**config.mk**
```make
export PLATFORM = sky130hd
export DESIGN_NAME = aes_stream_ctrl
export DESIGN_NICKNAME = d
export VERILOG_FILES = /design/src/rtl/aes_pkg.sv /design/src/rtl/aes_stream_ctrl.sv
export SDC_FILE = /design/constraint.sdc
export NUM_CORES = 1
export LEC_CHECK = 0
export ABC_CLOCK_PERIOD_IN_PS = 2000
export CORE_AREA = 2 2 218 220
export DETAILED_ROUTE_END_ITERATION = 10
export DIE_AREA = 0 0 220 222
export GPL_ROUTABILITY_DRIVEN = 0
export SLEW_MARGIN = 0
export SYNTH_ARGS = -nofsm -noshare
export SYNTH_HDL_FRONTEND = slang
export SYNTH_SLANG_ARGS = --single-unit
```
**constraint.sdc**
```tcl
create_clock -name clk_i -period 2 [get_ports clk_i]
set_input_delay 0.3 -clock clk_i [delete_from_list [all_inputs] [get_ports clk_i]]
set_output_delay 0.3 -clock clk_i [all_outputs]
set_load 0.02 [all_outputs]
```
**src/rtl/aes_pkg.sv**
```systemverilog
// Shared types and constants for the AES streaming controller.
package aes_pkg;

  localparam int AES_BLOCK_W   = 128;
  localparam int AES_CNT_WIDTH = 16;

  typedef enum logic [2:0] {
    ST_IDLE,
    ST_KEY,
    ST_LOAD,
    ST_FIRE,
    ST_RUN,
    ST_OUT,
    ST_DONE
  } aes_ctrl_state_t;

endpackage

```
**src/rtl/aes_stream_ctrl.sv**
```systemverilog
// Sequences one AES job: stacker block -> AES core -> unstacker, one block at a time.
//
// state | meaning
// IDLE  | waiting for start_i
// KEY   | key expansion requested, waiting for key_ready_i
// LOAD  | accepting a plaintext block from the stacker
// FIRE  | one-cycle encrypt start to the core
// RUN   | waiting for core_done_i
// OUT   | result offered to the unstacker
// DONE  | one-cycle job-complete pulse
module aes_stream_ctrl
  import aes_pkg::*;
#(
  parameter int CNT_WIDTH = AES_CNT_WIDTH
) (
  input  logic                   clk_i,
  input  logic                   rst_i,
  input  logic                   clr_i,
  input  logic                   start_i,
  input  logic [CNT_WIDTH-1:0]   num_blocks_i,
  input  logic                   in_valid_i,
  output logic                   in_ready_o,
  input  logic [AES_BLOCK_W-1:0] in_data_i,
  output logic                   stacker_clr_o,
  output logic                   key_load_o,
  input  logic                   key_ready_i,
  output logic                   core_start_o,
  output logic [AES_BLOCK_W-1:0] core_data_o,
  input  logic                   core_done_i,
  input  logic [AES_BLOCK_W-1:0] core_data_i,
  output logic                   out_valid_o,
  input  logic                   out_ready_i,
  output logic [AES_BLOCK_W-1:0] out_data_o,
  output logic                   busy_o,
  output logic                   done_o,
  output logic [CNT_WIDTH-1:0]   blocks_done_o
);

  localparam logic [CNT_WIDTH-1:0] CNT_ONE = {{(CNT_WIDTH-1){1'b0}}, 1'b1};

  aes_ctrl_state_t        r_state;
  logic [CNT_WIDTH-1:0]   r_remaining;
  logic [CNT_WIDTH-1:0]   r_blocks_done;
  logic [AES_BLOCK_W-1:0] r_core_data;
  logic [AES_BLOCK_W-1:0] r_out_data;
  logic                   r_in_ready;
  logic                   r_out_valid;
  logic                   r_stacker_clr;
  logic                   r_key_load;
  logic                   r_core_start;
  logic                   r_busy;
  logic                   r_done;

  always_ff @(posedge clk_i) begin
    if (rst_i || clr_i) begin
      r_state       <= ST_IDLE;
      r_remaining   <= '0;
      r_blocks_done <= '0;
      r_core_data   <= '0;
      r_out_data    <= '0;
      r_in_ready    <= 1'b0;
      r_out_valid   <= 1'b0;
      r_stacker_clr <= 1'b0;
      r_key_load    <= 1'b0;
      r_core_start  <= 1'b0;
      r_busy        <= 1'b0;
      r_done        <= 1'b0;
    end else begin
      r_stacker_clr <= 1'b0;
      r_key_load    <= 1'b0;
      r_core_start  <= 1'b0;
      r_done        <= 1'b0;
      case (r_state)
        ST_IDLE: begin
          if (start_i) begin
            r_remaining   <= num_blocks_i;
            r_blocks_done <= '0;
            r_busy        <= 1'b1;
            // An empty job skips key expansion and leaves the stacker alone.
            if (num_blocks_i == '0) begin
              r_state <= ST_DONE;
              r_done  <= 1'b1;
            end else begin
              r_state       <= ST_KEY;
              r_stacker_clr <= 1'b1;
              r_key_load    <= 1'b1;
            end
          end
        end
        ST_KEY: begin
          if (key_ready_i) begin
            r_state    <= ST_LOAD;
            r_in_ready <= 1'b1;
          end
        end
        ST_LOAD: begin
          if (in_valid_i) begin
            r_core_data  <= in_data_i;
            r_in_ready   <= 1'b0;
            r_core_start <= 1'b1;
            r_state      <= ST_FIRE;
          end
        end
        ST_FIRE: begin
          r_state <= ST_RUN;
        end
        ST_RUN: begin
          if (core_done_i) begin
            r_out_data  <= core_data_i;
            r_out_valid <= 1'b1;
            r_state     <= ST_OUT;
          end
        end
        ST_OUT: begin
          if (out_ready_i) begin
            r_out_valid   <= 1'b0;
            r_blocks_done <= r_blocks_done + CNT_ONE;
            if (r_remaining != '0) begin
              r_remaining <= r_remaining - CNT_ONE;
            end
            if (r_remaining <= CNT_ONE) begin
              r_state <= ST_DONE;
              r_done  <= 1'b1;
            end else begin
              r_state    <= ST_LOAD;
              r_in_ready <= 1'b1;
            end
          end
        end
        ST_DONE: begin
          r_busy  <= 1'b0;
          r_state <= ST_IDLE;
        end
        default: begin
          r_busy  <= 1'b0;
          r_state <= ST_IDLE;
        end
      endcase
    end
  end

  assign in_ready_o    = r_in_ready;
  assign out_valid_o   = r_out_valid;
  assign stacker_clr_o = r_stacker_clr;
  assign key_load_o    = r_key_load;
  assign core_start_o  = r_core_start;
  assign core_data_o   = r_core_data;
  assign out_data_o    = r_out_data;
  assign busy_o        = r_busy;
  assign done_o        = r_done;
  assign blocks_done_o = r_blocks_done;

endmodule

```
# Word-level counts from Yosys, hierarchy flattened
# Cells that the tools add are included.
# totals
reg_bits	297
latchBits	0
ramBits	0
rom_bits	0
inputBits	280
out_inout_bits	279
elab_cells	80
mem_count	0
# classes
n_addsub	2
mul	0
n_div	0
n_lt_le_gt_ge	1
eq_ne	12
n_shift	0
n_mux	32
bitwise_logic	4
n_reduce_logical	18
# ops
op	n
$mux 16	5
$pmux 16 s2	2
$mux 3	7
$pmux 3 s6	1
$add 16x1->16 const B	1
$le 16x1->1 const B	1
$logic_not 16->1	1
$reduce_bool 16->1	1
$sub 16x1->16 const B	1
$ne 2x2->1 const B	7
$mux 1	13
$reduce_and 5->1	2
$eq 3x2->1 const B	2
$eq 3x3->1 const B	2
$pmux 1 s2	3
$reduce_and 2->1	3
$reduce_and 3->1	2
$reduce_or 5->1	1
$not 1->1	4
$reduce_and 4->1	1
$reduce_bool 2->1	2
$eq 3x1->1 const B	1
$logic_not 3->1	1
$pmux 1 s3	1
other kinds (4)	4

# Longest topological paths before layout
# Gate-level depths: netlist of run 1.
# depth
ltp_word	4
depth_mapped	9
mapped_depth_nobuf	7

# Worst setup path after synthesis of run 1
# OpenSTA, ideal clock, no wires.
# synth_timing
path_type	reg2reg
from	register r_remaining[0]
to	register r_remaining[11]
arrival_ps	1870
setup_slack_ps	11
stages_incl_launch_ff	10
n_path_buf	2
synth_period_minus_slack_ps	1989
cell_sequence	dfxtp_1 -> inv_1 -> ha_1 -> nor3b_1 -> and2_1 -> buf_2 -> a31o_2 -> buf_6 -> nor2_1 -> o221a_2
# synth_via
elab_chain_len	4
word_cells_on_any_way	7
cone_classes	add/sub: 1; eq/ne: 1; mux: 3; reduce/logical: 2
# synth_rtl
element	line	text
from (decl)	aes_stream_ctrl.sv:42	logic [CNT_WIDTH-1:0] r_remaining;
from (signal assigned)	aes_stream_ctrl.sv:76	r_remaining <= num_blocks_i;
from (signal assigned)	aes_stream_ctrl.sv:119	r_remaining <= r_remaining - CNT_ONE;
$sub 16x1->16	aes_stream_ctrl.sv:119	
$mux 16	aes_stream_ctrl.sv:118	if (r_remaining != '0) begin
$mux 16	aes_stream_ctrl.sv:115	if (out_ready_i) begin
$pmux 16 s2	aes_stream_ctrl.sv:73	case (r_state)
# Several ways; a longest one is shown, not always the timed one. The select of a mux whose other input is x is not followed.
# A chain may end at the register's enable or synchronous reset.

# Worst setup path in the final report of run 1
# layout_timing
from	register r_blocks_done[1], in the netlist blocks_done_o[1]
to	output port blocks_done_o[1]
# layout_rtl
element	line	text
from (decl)	aes_stream_ctrl.sv:43	logic [CNT_WIDTH-1:0] r_blocks_done;
from (signal assigned)	aes_stream_ctrl.sv:117	r_blocks_done <= r_blocks_done + CNT_ONE;
to (decl)	aes_stream_ctrl.sv:36	output logic [CNT_WIDTH-1:0] blocks_done_o
# No word-level cell between the ends.

==> metrics.txt, run 1 <==
TritonRoute pass-1 iters=5; largest net degree at the start of global routing=64; CTS root buf=clkbuf_16; Syn Area/Cell=7.853 sq um; number of distinct library cells after synthesis=53; multi-input logic area=0.004651 sq mm; Lkg Pwr=6.239 nW; highest-delay cell along the critical path=clkdlybuf4s50_1; Final setup viols=0; PD cells=725.4 mW/mm^2; CTS H-tree depth=2; vias in the first global route=11380; IO Port Bufs=558; DP Worst Slack=-0.2803 ns; IO Pins=559; Sequential Area=0.005948 sq mm; Slew HR=0.6739; Max Cap Viol=0; Seq/Total Area, Yosys=0.5428; # rows=79; via count of the routed design=11580; critical path's top delay family=buffers and inverters; minimum setup slack in the final design=0.06303 ns; Synthesized Nets=1678; Hold Crit Class=primary input to flop; Clock Path Buffers=3; CP max stage delay=0.67 ns; final hold vios=0; hold depth=3; Reg2Reg Depth=7; worst hold slack=0.3038 ns; worst IR drop on VDD=672.7 uV; antenna-violating nets left=0; Area Growth Syn to Fin=72.63%; crit path DAT=1.64 ns; Final Max Slew Viols=0; Routed WL=42380 um; Post-Syn Instances=1395; drt drc=0; Slew @ Worst Pin=0.4879 ns; min Tclk post-route=1.937 ns; WS Path Type=flop to output port; clock slew at reported path FFs=0.06 ns; CP Data Required Time=1.70 ns; RR Endpoint=r_remaining[5]$_SDFFE_PP0P_; initial antenna violation count=1; final core occ=0.4088; WL/cell=16.32 um; area leader, netlist=dfxtp_1; Reg-to-Reg Start=r_remaining[8]$_SDFFE_PP0P_; Yosys reg bits=297; GRT Util Overall=0.1669; gr ovfl total=0; Setup crit start=blocks_done_o[1]$_SDFFE_PP0P_; total CTS buffers=36; area post-placement=0.01766 sq mm; outcome=completed; cts hold-fix bufs=0; CP endpoint kind=output port; Worst Skew=0.01089 ns; Post-Syn Area=0.01095 sq mm; TritonCTS clock tree=done; worst reg-to-reg setup slack=0.07 ns; top_reg_cell synth=dfxtp_1; Clock Sinks=297; share of the synthesized area in the top cell type=0.5428; crit path launch type=flop; hold_sp=core_data_i[48]; fin crit share=0.9685; Clk Latency, worst-skew pair=0.53 ns; Buf/Inv on CP=1; Die W=220 um; Layout Nets=2244; core box area=0.04626 sq mm; Worst Hold End=out_data_o[48]$_SDFFE_PP0P_; RSZ-0062 raised after global routing=true; chain of cells forming the critical path=clkdlybuf4s50_1; synth top area cells=dfxtp_1 (54%), nand2_1 (19%), a21oi_1 (13%); initial DRC count=525; Ys Warns=0; Achievable Freq=516.3 MHz; Post-synth EDFFs=0; Crit Path Max Fanout=6; final instance area=0.01891 sq mm; Synth async-reset ratio=0; HPWL Detailed=31220 um; fillers=4638; first-pass GRT wire length=64140 um; starting density of the core=0.2368; Die Ht=222 um; layout cells sized above 1=0.07793; die area=0.04884 sq mm; Via-to-Cell Ratio=4.460
-- logic make-up after synthesis --
logic type | after synthesis | share of synthesized area
AOI/OAI and AO/OA | 330 | 0.1666
DFF | 297 | 0.5428
buffers and inverters | 108 | 0.03929
xor gates and xnor gates | 15 | 0.01199
and+or+nand+nor | 641 | 0.2350
adders and majority gates | 3 | 0.003427
muxes | 1 | 0.0009138
-- cell usage after synthesis, types with 3 or more instances --
cell type,n
buf_1,4
nand3_1,9
a211oi_1,4
xnor2_1,4
xor2_1,11
inv_1,4
nor4_1,5
nor2_1,43
o211ai_1,5
or4_1,3
or3_1,5
buf_2,8
o21ai_0,8
nor3b_1,3
dfxtp_1,297
a31oi_1,3
and4_1,3
a21o_1,4
nand2_1,541
or2_2,3
clkbuf_1,89
nor3_1,6
o31ai_1,3
a21oi_1,279
o32ai_1,3
nand4_1,8
o221a_2,5
ha_1,3
-- worst min-delay path, delay by kind of cell --
| kind | cells | cell delay [ns] |
|---|---|---|
| compound gates | 1 | 0.05 |
| simple gates | 1 | 0.05 |
| buf+inv | 1 | 0.39 |
-- state kept, by name (all words and copies together) (netlist names) --
signal / count
in_ready_o: 1
r_state: 3
out_data_o: 128
done_o: 1
key_load_o: 1
out_valid_o: 1
r_remaining: 16
core_start_o: 1
busy_o: 1
core_data_o: 128
blocks_done_o: 16
-- through the flow --
stage	total power, mW	setup TNS, ns	std cells
3_3_place_gp	7.178	-5.447	2530
3_5_place_dp	7.184	-6.241	2530
2_1_floorplan	6.415	0	1395
6_report	13.72	0	2597
4_1_cts	13.93	0	2596
5_1_grt	14.28	-0.03896	2597
-- layout make-up --
| type | count | share of cell area |
|---|---|---|
| timing repair buffer | 632 | 0.3350 |
| sequential | 297 | 0.3145 |
| multi-input combinational | 990 | 0.2459 |
| clock buffer | 56 | 0.05644 |
| tap | 607 | 0.04016 |
| clock inverter | 10 | 0.007013 |
| inverter | 4 | 0.0007940 |
| antenna | 1 | 0.0001323 |
-- what timing repair did --
item | 4_1_cts | 5_1_grt
pin swaps | 1 | 0
buffers inserted | 0 | 0
setup endpoints to repair | 5 | 15
gates resized for setup | 1 | 11
-- power breakdown --
| group | switching (mW) | internal (mW) | leakage, nW |
|---|---|---|---|
| combinational | 0.421 | 0.689 | 3.25 |
| sequential | 0.0240 | 5.94 | 2.39 |
| clock | 2.57 | 4.07 | 0.591 |
| total | 3.02 | 10.7 | 6.24 |
-- layer usage --
metal / track usage / routed length [um]
met5: 0 / 0
met4: 0.07231 / 1496
met3: 0.05638 / 3822
met2: 0.2780 / 20330
met1: 0.1933 / 16730
-- cell usage in the layout, fill, tap and decap left out, types with 11 or more instances in the layout --
cell type        count
nor2_1              41
xor2_1              11
nand2_1            541
clkbuf_1            12
a21oi_1            279
buf_12              15
dfxtp_1            295
clkbuf_16           37
clkdlybuf4s50_1    557
buf_4               58
-- worst max path at each step --
stage	end	slack [ns]	cells after the start
2_1_floorplan	r_remaining[11]$_SDFFE_PP0P_	0.01	9
3_3_place_gp	r_state[1]$_SDFFE_PP0P_	-0.25	7
3_5_place_dp	r_remaining[8]$_SDFFE_PP0P_	-0.28	6
4_1_cts	r_remaining[5]$_SDFFE_PP0P_	0.002	9
5_1_grt	r_remaining[5]$_SDFFE_PP0P_	-0.02	9
6_report	blocks_done_o[1]	0.06	1
Power figures use the tool's default switching activity.
==> run 2, diff against run 1 <==
- PLACE_DENSITY: default -> 0.62
==> metrics.txt, run 2 (synthesis results as in run 1) <==
RSZ-0062 raised after global routing=false; Layout Nets=2255; hold depth=3; die area=0.04884 sq mm; via count of the routed design=11700; Achievable Freq=518.6 MHz; worst reg-to-reg setup slack=0.09 ns; max layer used=met5; Via-to-Cell Ratio=4.488; Worst Hold End=out_data_o[114]$_SDFFE_PP0P_; most frequent cells in the layout=clkdlybuf4s50_1 (555), nand2_1 (541), dfxtp_1 (296); chain of cells forming the critical path=clkdlybuf4s50_1; total CTS buffers=37; IO Pins=559; worst IR drop on VDD=716.6 uV; antenna-violating nets left=0; Crit Path Max Fanout=6; Area Growth Syn to Fin=74.12%; final hold vios=0; WL/cell=16.30 um; layout cells sized above 1=0.08400; # rows=79; Slew HR=0.6987; Die Ht=222 um; core box area=0.04626 sq mm; Worst Skew=0.02225 ns; crit path launch type=flop; GRT Util Overall=0.1658; met3 routed WL=3998 um; Clk Latency, worst-skew pair=0.54 ns; met1 wire length=16580 um; most common cell after layout, fill and taps aside=clkdlybuf4s50_1; initial antenna violation count=1; Post-Layout Cell Count=2607; placed insts=2540; critical path's top delay family=buffers and inverters; hold_sp=core_data_i[114]; clock slew at reported path FFs=0.06 ns; WS Path Type=flop to output port; gr ovfl total=0; post-CTS setup buffer count=0; diode count=0; Slew @ Worst Pin=0.4478 ns; Final Max Slew Viols=0; CP max stage delay=0.66 ns; Clock Path Buffers=3; multi-input logic area=0.004634 sq mm; RR Endpoint=r_remaining[9]$_SDFFE_PP0P_; PD cells=729.6 mW/mm^2; vias in the first global route=11470; crit path DAT=1.63 ns; outcome=completed; Buf/Inv on CP=1; TritonRoute pass-1 iters=5; setup_tns=0 ns; drt drc=0; Reg2Reg Depth=7; largest net degree at the start of global routing=65; IO Port Bufs=558; Reg-to-Reg Start=r_remaining[8]$_SDFFE_PP0P_; Hold Crit Class=primary input to flop; starting density of the core=0.2368; highest-delay cell along the critical path=clkdlybuf4s50_1; CTS root buf=clkbuf_16; CP endpoint kind=output port; wire length on met2=20710 um; min Tclk post-route=1.928 ns; Clock Sinks=297; Routed WL=42480 um; initial DRC count=594; Lkg Pwr=6.362 nW; Sequential Area=0.005947 sq mm; TritonCTS clock tree=done; CTS H-tree depth=2; fin crit share=0.9641; worst hold slack=0.3082 ns; Max Cap Viol=0; fillers=4641; first-pass GRT wire length=63920 um; CP Data Required Time=1.70 ns; HPWL Detailed=31600 um; Die W=220 um; Pwr Total=13.92 mW; Final setup viols=0
[run 2: cell count changes in the layout (fill, tap and decap cells not counted), moves of 2 or more]
cell	before	now
buf_4	58	65
clkbuf_1	12	6
clkdlybuf4s50_1	557	555
clkbuf_8	7	11
buf_12	15	18
clkbuf_16	37	39
[run 2: worst max-delay path by stage]
stage / cells after the start / start / end
after CTS: 1 / blocks_done_o[2]$_SDFFE_PP0P_ / blocks_done_o[2]
after global placement: 5 / start_i / r_remaining[9]$_SDFFE_PP0P_
after global routing: 9 / r_remaining[0]$_SDFFE_PP0P_ / r_remaining[9]$_SDFFE_PP0P_
after detailed placement: 6 / start_i / r_remaining[4]$_SDFFE_PP0P_
after floorplan: 9 / r_remaining[0]$_SDFFE_PP0P_ / r_remaining[11]$_SDFFE_PP0P_
final: 1 / blocks_done_o[7]$_SDFFE_PP0P_ / blocks_done_o[7]
[run 2: layout make-up]
| cell class | count | area share |
|---|---|---|
| clock buffers | 56 | 0.06029 |
| clock inverters | 11 | 0.006232 |
| flip-flops and latches | 297 | 0.3118 |
| repair buffers | 642 | 0.3381 |
| multi-input cells | 990 | 0.2430 |
| well taps | 607 | 0.03982 |
| inverters | 4 | 0.0007872 |
[run 2: metal layers]
metal  vias up  global-route usage
met3        73             0.06187
met2       453              0.2850
li1       5746                   -
met5         -                   0
met1      5426              0.1873
met4         2             0.05586
[run 2: through the flow]
stage,utilization,setup WS [ns],cell area [sq um]
floorplan,-,0.01132,10950
detailed placement,0.3841,-0.3376,17770
finish,0.4123,0.07181,19070
global placement,0.3841,-0.2933,17770
CTS,0.4119,0.001722,19050
global route,0.4123,0.003525,19070
[run 2: report_power, final]
group	switching, mW	internal (mW)
registers	0.0236	5.94
logic	0.428	0.702
clock network	2.58	4.24
[run 2: timing repair]
| item | 4_1_cts | 5_1_grt |
|---|---|---|
| hold buffers | 0 | 0 |
| setup endpoints to repair | 6 | 10 |
| resized for setup | 3 | 6 |
| endpoints found under the hold margin | 0 | 0 |
| gates cloned | 0 | 0 |
| pin swaps | 0 | 2 |
